$ cat src/rtl/sram_port_arbiter_if.sv
// Request/ack bundle for both requester ports plus the SRAM macro pins.
// slave: the arbiter's view; master: the requesters' and SRAM's view.
interface sram_port_arbiter_if #(
  parameter int ADDR_W = 7,
  parameter int DATA_W = 32
);
  logic              p0_req;
  logic              p0_we;
  logic [ADDR_W-1:0] p0_addr;
  logic [DATA_W-1:0] p0_wdata;
  logic              p0_ack;
  logic [DATA_W-1:0] p0_rdata;

  logic              p1_req;
  logic              p1_we;
  logic [ADDR_W-1:0] p1_addr;
  logic [DATA_W-1:0] p1_wdata;
  logic              p1_ack;
  logic [DATA_W-1:0] p1_rdata;

  logic [ADDR_W-1:0] sram_addr;
  logic              sram_addr_ready;
  logic              sram_read_pulse;
  logic              sram_write_pulse;
  logic [DATA_W-1:0] sram_datain;
  logic [DATA_W-1:0] sram_dataout;

  modport slave (
    input  p0_req, p0_we, p0_addr, p0_wdata,
    output p0_ack, p0_rdata,
    input  p1_req, p1_we, p1_addr, p1_wdata,
    output p1_ack, p1_rdata,
    output sram_addr, sram_addr_ready, sram_read_pulse, sram_write_pulse, sram_datain,
    input  sram_dataout
  );

  modport master (
    output p0_req, p0_we, p0_addr, p0_wdata,
    input  p0_ack, p0_rdata,
    output p1_req, p1_we, p1_addr, p1_wdata,
    input  p1_ack, p1_rdata,
    input  sram_addr, sram_addr_ready, sram_read_pulse, sram_write_pulse, sram_datain,
    output sram_dataout
  );
endinterface

$ cat src/rtl/sram_port_arbiter.sv
// Two-port (fetch p0 / data p1) arbiter sequencing the SRAM addr/pulse phases.
// Define SRAM_ARB_RR_EN for round-robin arbitration; default is fixed p1 priority.
module sram_port_arbiter #(
  parameter int ADDR_W       = 7,
  parameter int DATA_W       = 32,
  parameter int PULSE_CYCLES = 1
) (
  input  logic                clk,
  input  logic                rst_n,
  sram_port_arbiter_if.slave  bus,
  output logic                busy
);

  localparam logic [2:0] IDLE    = 3'd0;
  localparam logic [2:0] SETUP   = 3'd1;
  localparam logic [2:0] PULSE   = 3'd2;
  localparam logic [2:0] HOLD    = 3'd3;
  localparam logic [2:0] RELEASE = 3'd4;

  localparam logic [3:0] PULSE_LAST = 4'(PULSE_CYCLES - 1);

  logic [2:0]        state;
  logic [3:0]        pulse_cnt;
  logic              we_q;
  logic              port_q;
  logic              any_req;
  logic              pick_p1;
  logic              we_sel;
  logic [ADDR_W-1:0] addr_sel;
  logic [DATA_W-1:0] wdata_sel;

`ifdef SRAM_ARB_RR_EN
  logic last_grant;

  always_ff @(posedge clk or negedge rst_n) begin
    if (!rst_n) begin
      last_grant <= 1'b1;
    end else if (state == IDLE && any_req) begin
      last_grant <= pick_p1;
    end
  end
`endif

  always_comb begin
    any_req = bus.p0_req | bus.p1_req;
`ifdef SRAM_ARB_RR_EN
    // Contested cycle goes to whichever port did not win last time.
    if (bus.p0_req && bus.p1_req) begin
      pick_p1 = ~last_grant;
    end else begin
      pick_p1 = bus.p1_req;
    end
`else
    pick_p1 = bus.p1_req;
`endif
    we_sel    = pick_p1 ? bus.p1_we    : bus.p0_we;
    addr_sel  = pick_p1 ? bus.p1_addr  : bus.p0_addr;
    wdata_sel = pick_p1 ? bus.p1_wdata : bus.p0_wdata;
  end

  always_ff @(posedge clk or negedge rst_n) begin
    if (!rst_n) begin
      state                <= IDLE;
      pulse_cnt            <= '0;
      we_q                 <= 1'b0;
      port_q               <= 1'b0;
      bus.sram_addr        <= '0;
      bus.sram_datain      <= '0;
      bus.sram_addr_ready  <= 1'b0;
      bus.sram_read_pulse  <= 1'b0;
      bus.sram_write_pulse <= 1'b0;
      bus.p0_ack           <= 1'b0;
      bus.p1_ack           <= 1'b0;
      bus.p0_rdata         <= '0;
      bus.p1_rdata         <= '0;
    end else begin
      bus.p0_ack <= 1'b0;
      bus.p1_ack <= 1'b0;
      case (state)
        IDLE: begin
          // Grant loads the SRAM address/data registers directly; they are
          // left untouched afterwards so they hold their last values.
          if (any_req) begin
            port_q              <= pick_p1;
            we_q                <= we_sel;
            bus.sram_addr       <= addr_sel;
            bus.sram_datain     <= wdata_sel;
            bus.sram_addr_ready <= 1'b1;
            state               <= SETUP;
          end
        end
        SETUP: begin
          pulse_cnt            <= '0;
          bus.sram_write_pulse <= we_q;
          bus.sram_read_pulse  <= ~we_q;
          state                <= PULSE;
        end
        PULSE: begin
          if (pulse_cnt == PULSE_LAST) begin
            pulse_cnt            <= '0;
            bus.sram_write_pulse <= 1'b0;
            bus.sram_read_pulse  <= 1'b0;
            state                <= HOLD;
          end else begin
            pulse_cnt <= pulse_cnt + 4'd1;
          end
        end
        HOLD: begin
          if (!we_q) begin
            if (port_q) bus.p1_rdata <= bus.sram_dataout;
            else        bus.p0_rdata <= bus.sram_dataout;
          end
          if (port_q) bus.p1_ack <= 1'b1;
          else        bus.p0_ack <= 1'b1;
          bus.sram_addr_ready <= 1'b0;
          state               <= RELEASE;
        end
        RELEASE: begin
          state <= IDLE;
        end
        default: begin
          state <= IDLE;
        end
      endcase
    end
  end

  assign busy = (state != IDLE);

endmodule

$ cat src/flat_wrapper.sv
// flat-port wrapper written by rule: the top's interface ports become plain ports
module sram_port_arbiter_flat 
#(
  parameter int ADDR_W       = 7,
  parameter int DATA_W       = 32,
  parameter int PULSE_CYCLES = 1
)
  (clk, rst_n, busy, bus_p0_req, bus_p0_we, bus_p0_addr, bus_p0_wdata, bus_p0_ack, bus_p0_rdata, bus_p1_req, bus_p1_we, bus_p1_addr, bus_p1_wdata, bus_p1_ack, bus_p1_rdata, bus_sram_addr, bus_sram_addr_ready, bus_sram_read_pulse, bus_sram_write_pulse, bus_sram_datain, bus_sram_dataout);
  sram_port_arbiter_if #(.ADDR_W(ADDR_W), .DATA_W(DATA_W)) bus_i ();
  input  logic clk;
  input  logic rst_n;
  output logic busy;
  input wire logic [$bits(bus_i.p0_req)-1:0] bus_p0_req;
  input wire logic [$bits(bus_i.p0_we)-1:0] bus_p0_we;
  input wire logic [$bits(bus_i.p0_addr)-1:0] bus_p0_addr;
  input wire logic [$bits(bus_i.p0_wdata)-1:0] bus_p0_wdata;
  output wire logic [$bits(bus_i.p0_ack)-1:0] bus_p0_ack;
  output wire logic [$bits(bus_i.p0_rdata)-1:0] bus_p0_rdata;
  input wire logic [$bits(bus_i.p1_req)-1:0] bus_p1_req;
  input wire logic [$bits(bus_i.p1_we)-1:0] bus_p1_we;
  input wire logic [$bits(bus_i.p1_addr)-1:0] bus_p1_addr;
  input wire logic [$bits(bus_i.p1_wdata)-1:0] bus_p1_wdata;
  output wire logic [$bits(bus_i.p1_ack)-1:0] bus_p1_ack;
  output wire logic [$bits(bus_i.p1_rdata)-1:0] bus_p1_rdata;
  output wire logic [$bits(bus_i.sram_addr)-1:0] bus_sram_addr;
  output wire logic [$bits(bus_i.sram_addr_ready)-1:0] bus_sram_addr_ready;
  output wire logic [$bits(bus_i.sram_read_pulse)-1:0] bus_sram_read_pulse;
  output wire logic [$bits(bus_i.sram_write_pulse)-1:0] bus_sram_write_pulse;
  output wire logic [$bits(bus_i.sram_datain)-1:0] bus_sram_datain;
  input wire logic [$bits(bus_i.sram_dataout)-1:0] bus_sram_dataout;
  assign bus_i.p0_req = bus_p0_req;
  assign bus_i.p0_we = bus_p0_we;
  assign bus_i.p0_addr = bus_p0_addr;
  assign bus_i.p0_wdata = bus_p0_wdata;
  assign bus_p0_ack = bus_i.p0_ack;
  assign bus_p0_rdata = bus_i.p0_rdata;
  assign bus_i.p1_req = bus_p1_req;
  assign bus_i.p1_we = bus_p1_we;
  assign bus_i.p1_addr = bus_p1_addr;
  assign bus_i.p1_wdata = bus_p1_wdata;
  assign bus_p1_ack = bus_i.p1_ack;
  assign bus_p1_rdata = bus_i.p1_rdata;
  assign bus_sram_addr = bus_i.sram_addr;
  assign bus_sram_addr_ready = bus_i.sram_addr_ready;
  assign bus_sram_read_pulse = bus_i.sram_read_pulse;
  assign bus_sram_write_pulse = bus_i.sram_write_pulse;
  assign bus_sram_datain = bus_i.sram_datain;
  assign bus_i.sram_dataout = bus_sram_dataout;
  sram_port_arbiter #(.ADDR_W(ADDR_W), .DATA_W(DATA_W), .PULSE_CYCLES(PULSE_CYCLES)) u_core (.clk(clk), .rst_n(rst_n), .bus(bus_i), .busy(busy));
endmodule
$ cat config.mk
export PLATFORM = sky130hd
export DESIGN_NAME = sram_port_arbiter_flat
export DESIGN_NICKNAME = d
export VERILOG_FILES = /design/src/rtl/sram_port_arbiter_if.sv /design/src/rtl/sram_port_arbiter.sv /design/src/flat_wrapper.sv
export SDC_FILE = /design/constraint.sdc
export NUM_CORES = 1
export LEC_CHECK = 0
export ABC_AREA = 1
export BUFFER_PORTS_ARGS = -buffer_cell sky130_fd_sc_hd__buf_2
export CAP_MARGIN = 30
export CORE_MARGIN = 2
export CORE_UTILIZATION = 51
export CTS_CLUSTER_DIAMETER = 80
export DETAILED_ROUTE_END_ITERATION = 10
export GPL_TIMING_DRIVEN = 0
export HOLD_SLACK_MARGIN = 0.03
export PLACE_DENSITY = 0.85
export SYNTH_ARGS = -nofsm -noshare
export SYNTH_HDL_FRONTEND = slang
export SYNTH_SLANG_ARGS = --single-unit
$ cat constraint.sdc
create_clock -name clk -period 2.7 [get_ports clk]
set_clock_uncertainty 0.05 [all_clocks]
set_input_delay 0.54 -clock clk [delete_from_list [all_inputs] [get_ports clk]]
set_output_delay 0.54 -clock clk [all_outputs]
set_load 0.01 [all_outputs]
==> flow_summary.json, run 1 <==
{
  "nets": 886,
  "first_pass_iters": 4,
  "cp_top_family": "flip-flops",
  "yosysMostFrequentCell": "nand2_1",
  "pwr_density_cell_mw_per_mm2": 1230,
  "peakVddDrop_mv": 0.615,
  "rows": 36,
  "ys_seq_area_share_pct": 56.3,
  "cts_resized": 0,
  "netlist_area_mm2": 0.00520,
  "pre_cts_ws_ps": 971,
  "min_period_ps": 2070,
  "path_buf_inv": 3,
  "layout-drive-gt1-share_pct": 49.4,
  "grt_antenna_before_repair": 0,
  "path_cells": "inv_1, nand2_1, nor2_1, inv_1, buf_2",
  "synth_area_leaders": "dfrtp_1 (56%), o21ai_2 (11%), nand2_1 (9.1%)",
  "drv_slew": 0,
  "cts_buffers": 17,
  "rsz0062_at_grt": "false",
  "cpMostUsedCell": "inv_1",
  "drv_cap": 0,
  "core_area_mm2": 0.00982,
  "overflow": 0,
  "clockBufferDepth": 2,
  "root_buffer": "clkbuf_8",
  "synth_top_cells_by_count": "nand2_1 (126), dfrtp_1 (117), o21ai_2 (67)",
  "critical_path.max_fanout": 3,
  "num_antenna_cells": 0,
  "slew_headroom_pct": 47.8,
  "end_kind": "primary output",
  "clock.fmax_ghz": 0.484,
  "synth_edf_count": 0,
  "cts_tree": "built",
  "yosys.area.top_type": "dfrtp_1",
  "cpMaxStageDelayCell": "dfrtp_1",
  "worst_slack_ps": 633,
  "synthToLayoutAreaGrowth_pct": 37.2,
  "ys_seq_elements": 117,
  "setup_viol": 0,
  "hold_viol_final": 0,
  "start_util_pct": 53.0,
  "drtAntennaViolNets": 0,
  "grt_usage_pct": 24.8,
  "fp.dieW_um": 105,
  "status": "completed",
  "synth_cell_type_count": 18,
  "syn-num-nets": 642,
  "synth_top_area_share_pct": 56.3,
  "portBuffers": 224,
  "synth_cells": 524,
  "leakage_nw": 3.82,
  "nFillCells": 728,
  "htree_num_levels": 4,
  "cp_slowest_stage_delay_ps": 410,
  "grt_max_degree": 62,
  "wl_per_cell_um": 14.6,
  "wirelength_mm": 13.3,
  "start_kind": "register",
  "fin_crit_sh_pct": 76.6,
  "dp_hpwl_mm": 10.0,
  "grt_pass1_vias": 4589,
  "cts_sinks": 117,
  "postCtsSetupRepairBufs": 0,
  "avgSynthCellArea_um2": 9.93,
  "crit_arrival_ps": 1480,
  "synthArstFlopShare_pct": 100,
  "drtIter0Drc": 199,
  "drc": 0,
  "dieArea_mm2": 0.0110,
  "grt_first_pass_wirelength_mm": 21.6,
  "cp.required_ps": 2110,
  "clk_pin_slew_worst_paths_ps": 60,
  "insertion_delay_ps": 510,
  "total_power_mw": 8.80,
  "vias": 4532,
  "cts_hold_buf": 0,
  "routabilityCongestion": 0.840,
  "viasPerCell": 4.97,
  "synth_warnings": 0,
  "io-pin-count": 225,
  "synth_ff_type": "dfrtp_1",
  "die_h_um": 105,
  "worst_pin_slew_ps": 783,
  "hp-class": "input pin to asynchronous set/reset pin",
  "criticalPathCategory": "register to primary output"
}
[stage by stage]
stage                     area [um^2]  instances  setup TNS (ps)  util, %  hold slack (ps)
after detailed placement         6520        882               0     66.4              413
final                            7140        912               0     72.7             66.2
after floorplan                  5200        524               0        -              194
after CTS                        7140        912               0     72.7             79.7
after global routing             7140        912               0     72.7              118
after global placement           6490        881          -32990     66.1              410
[worst paths after layout]
kind	from	end	slack, ps	depth (start not counted)
min in group clk	bus_sram_dataout[26]	u_core.bus.p1_rdata[26]$_DFFE_PN0P_	240	3
max in group asynchronous	rst_n	u_core.bus.p0_rdata[0]$_DFFE_PN0P_	1800	2
worst min-delay path	rst_n	u_core.bus.p0_rdata[6]$_DFFE_PN0P_	70	1
worst min register to register	u_core.bus.p1_rdata[10]$_DFFE_PN0P_	u_core.bus.p1_rdata[10]$_DFFE_PN0P_	420	2
worst max register to register	u_core.state[2]$_DFFE_PN0P_	u_core.bus.sram_datain[1]$_DFFE_PN0P_	1140	8
worst max-delay path	u_core.state[2]$_DFFE_PN0P_	busy	630	5
[flip-flops by register name, indices dropped and copies added, names as in the netlist]
signal                       count
u_core.bus.p0_rdata             32
u_core.we_q                      1
u_core.bus.sram_addr_ready       1
u_core.bus.sram_addr             7
u_core.bus.sram_datain          32
u_core.bus.sram_read_pulse       1
u_core.port_q                    1
u_core.pulse_cnt                 4
u_core.state                     3
u_core.bus.p1_rdata             32
u_core.bus.sram_write_pulse      1
u_core.bus.p1_ack                1
u_core.bus.p0_ack                1
[kinds of logic (layout without fill, tap and decap cells)]
family	after synthesis	in the layout	share of synthesized area (%)
flip-flops	117	117	56.3
AO/OA/AOI/OAI	147	147	19.0
adder cells (fa/ha/maj)	2	2	0.481
buffers and inverters	74	329	8.10
AND/OR/NAND/NOR	183	183	16.0
XOR/XNOR	1	1	0.168
[layout by cell type (no fill, tap or decap), drive strengths merged]
cell / synthesis / final
nand2: 126 / 126
dfrtp: 117 / 117
clkinv: 0 / 3
buf: 20 / 245
o21ai: 147 / 147
clkinvlp: 0 / 2
nand3: 8 / 8
clkbuf: 9 / 30
xor2: 1 / 1
nor2: 7 / 7
bufinv: 0 / 4
inv: 45 / 45
or2: 41 / 41
nand4: 1 / 1
ha: 2 / 2
[metal layers]
metal / vias up / wire length, um / GRT usage [%]
met3: 18 / 838 / 6.67
met2: 179 / 6980 / 43.8
met1: 2161 / 5280 / 28.6
met5: - / 0 / 0
met4: 0 / 199 / 9.24
li1: 2174 / - / -
[worst reg2reg max path, stage by stage (launching register included)]
cell     delay, ps
dfrtp_1        410
inv_1          110
nand2_1         90
nor2_1         170
nand2_1        130
buf_6          170
buf_6          140
nand2_1         60
o21ai_0        110
[cell type report]
cell class / instances / area, um^2 / area share, %
Inverter: 45 / 169 / 2.37
Clock inverter: 9 / 150 / 2.10
Buffer: 29 / 253 / 3.54
Clock buffer: 21 / 469 / 6.57
Timing Repair Buffer: 225 / 1150 / 16.1
Sequential cell: 117 / 2930 / 41.0
Tap cell: 133 / 166 / 2.33
Multi-Input combinational cell: 333 / 1860 / 26.0
[power breakdown]
part | leakage (nW) | switching, mW | total, mW | internal (mW)
clock network | 0.302 | 0.746 | 2.33 | 1.58
logic | 2.10 | 1.96 | 3.37 | 1.42
registers | 1.42 | 0.486 | 3.10 | 2.62
total | 3.82 | 3.19 | 8.80 | 5.61
No activity file was read; power rests on OpenSTA's default activity.
==> run 2, diff against run 1 <==
--- a/config.mk
+++ b/config.mk
@@ -9,12 +9,12 @@
 export BUFFER_PORTS_ARGS = -buffer_cell sky130_fd_sc_hd__buf_2
 export CAP_MARGIN = 30
 export CORE_MARGIN = 2
-export CORE_UTILIZATION = 51
+export CORE_UTILIZATION = 43
 export CTS_CLUSTER_DIAMETER = 80
 export DETAILED_ROUTE_END_ITERATION = 10
 export GPL_TIMING_DRIVEN = 0
 export HOLD_SLACK_MARGIN = 0.03
-export PLACE_DENSITY = 0.85
+export PLACE_DENSITY = 0.76
 export SYNTH_ARGS = -nofsm -noshare
 export SYNTH_HDL_FRONTEND = slang
 export SYNTH_SLANG_ARGS = --single-unit
==> constraint.sdc (replaced) <==
create_clock -name clk -period 1.7 [get_ports clk]
set_clock_uncertainty 0.05 [all_clocks]
set_input_delay 0.34 -clock clk [delete_from_list [all_inputs] [get_ports clk]]
set_output_delay 0.34 -clock clk [all_outputs]
set_load 0.01 [all_outputs]
==> flow_summary.json, run 2 (synthesis results as in run 1) <==
{
  "status": "completed",
  "largestRegisters": "u_core.bus.p0_rdata x32, u_core.bus.p1_rdata x32, u_core.bus.sram_datain x32",
  "num_antenna_cells": 0,
  "grt_first_pass_wirelength_mm": 21.1,
  "final_common_cell": "buf_2",
  "fp.dieW_um": 114,
  "drv_slew": 0,
  "drv_cap": 0,
  "wl_met1_mm": 5.57,
  "cp.required_ps": 1310,
  "start_util_pct": 43.7,
  "clk_pin_slew_worst_paths_ps": 60,
  "end_kind": "primary output",
  "final_util_pct": 60.5,
  "stdcell_count": 933,
  "overflow": 0,
  "whs_ps": 156,
  "min_period_ps": 1600,
  "hold_viol_final": 0,
  "layout-drive-gt1-share_pct": 49.9,
  "critical_path.max_fanout": 3,
  "wl_per_cell_um": 14.2,
  "total_power_mw": 14.0,
  "leakage_nw": 3.84,
  "wirelength_mm": 13.2,
  "grt_pass1_vias": 4426,
  "cts_tree": "built",
  "dp_hpwl_mm": 9.97,
  "dieArea_mm2": 0.0130,
  "clock.fmax_ghz": 0.623,
  "routabilityCongestion": 0.855,
  "grt_usage_pct": 20.6,
  "crit_arrival_ps": 1210,
  "portBuffers": 224,
  "grt_antenna_before_repair": 0,
  "htree_num_levels": 4,
  "core_area_mm2": 0.0119,
  "worst_slack_ps": 95.5,
  "topRoutingLayerUsed": "met4",
  "cts_buffers": 17,
  "clockBufferDepth": 2,
  "hp-class": "input pin to register",
  "vias": 4560,
  "nets": 891,
  "die_h_um": 114,
  "start_kind": "register",
  "root_buffer": "clkbuf_16",
  "wl_met2_mm": 6.56,
  "pre_cts_ws_ps": 143,
  "synthToLayoutAreaGrowth_pct": 38.5,
  "rows": 40,
  "drc": 0,
  "worst_pin_slew_ps": 727,
  "placedCellCount": 896,
  "criticalPathCategory": "register to primary output",
  "insertion_delay_ps": 390,
  "drtAntennaViolNets": 0,
  "viasPerCell": 4.89,
  "cts_sinks": 117,
  "r2r_setup_slack_ps": 160,
  "peakVddDrop_mv": 0.711,
  "first_pass_iters": 4,
  "rsz0062_at_grt": "false",
  "slew_headroom_pct": 51.5,
  "fin_crit_sh_pct": 94.4,
  "final_cell_mix": "buf_2 (224), nand2_1 (125), dfrtp_1 (117)",
  "drtIter0Drc": 307,
  "setup_viol": 0,
  "io-pin-count": 225,
  "dr_wl_met3_um": 908,
  "pwr_density_cell_mw_per_mm2": 1940,
  "grt_max_degree": 64
}
run 2: changes by cell type in the layout (fill, tap and decap cells not counted), moves of 2 or more:
cell / before / now
clkinv_4: 0 / 3
buf_4: 1 / 5
clkbuf_1: 9 / 11
clkbuf_8: 5 / 1
run 2: layer usage:
metal  vias up  global-route usage (%)
met1      2163                    25.6
met3        20                    5.79
met4         0                    6.99
li1       2188                       -
met2       189                    34.7
met5         -                       0
run 2: what timing repair did:
action,4_1_cts,5_1_grt
hold buffers,1,0
resized for setup,1,2
setup endpoints to repair,1,1
endpoints found under the hold margin,54,0
pin swaps,1,1
setup buffers,2,2
run 2: final cells by class:
class / count / area (um^2)
multi-input combinational: 333 / 1860
fill: 1002 / 4700
sequential: 117 / 2930
clock buffer: 20 / 447
buffer: 29 / 253
clock inverter: 12 / 179
inverter: 45 / 169
timing repair buffer: 230 / 1190
tap: 147 / 184
run 2: power breakdown:
part / internal (mW) / leakage (nW) / switching, mW
sequential: 4.15 / 1.42 / 0.764
clock: 2.49 / 0.296 / 1.25
combinational: 2.31 / 2.12 / 3.06
run 2: path summary, 6_finish.rpt:
kind,depth (start not counted),startpoint,endpoint
min in group asynchronous,2,rst_n,u_core.bus.p1_rdata[10]$_DFFE_PN0P_
max in group asynchronous,3,rst_n,u_core.bus.sram_datain[6]$_DFFE_PN0P_
setup / recovery,5,u_core.state[2]$_DFFE_PN0P_,busy
hold reg to reg,2,u_core.bus.p1_rdata[24]$_DFFE_PN0P_,u_core.bus.p1_rdata[24]$_DFFE_PN0P_
setup reg to reg,7,u_core.state[2]$_DFFE_PN0P_,u_core.bus.p1_rdata[22]$_DFFE_PN0P_
hold / removal,3,bus_sram_dataout[26],u_core.bus.p1_rdata[26]$_DFFE_PN0P_
run 2: critical path, cell delays in order (launching register included):
cell     delay [ps]
dfrtp_1         400
inv_2            80
nand2_2          70
nor2_2          100
inv_1            40
buf_2           130
run 2: metrics by stage:
step	instance area [um^2]	TNS (ps)
2_1_floorplan	5200	0
3_5_place_dp	6540	0
6_report	7210	0
3_3_place_gp	6510	-123020
5_1_grt	7210	0
4_1_cts	7190	0
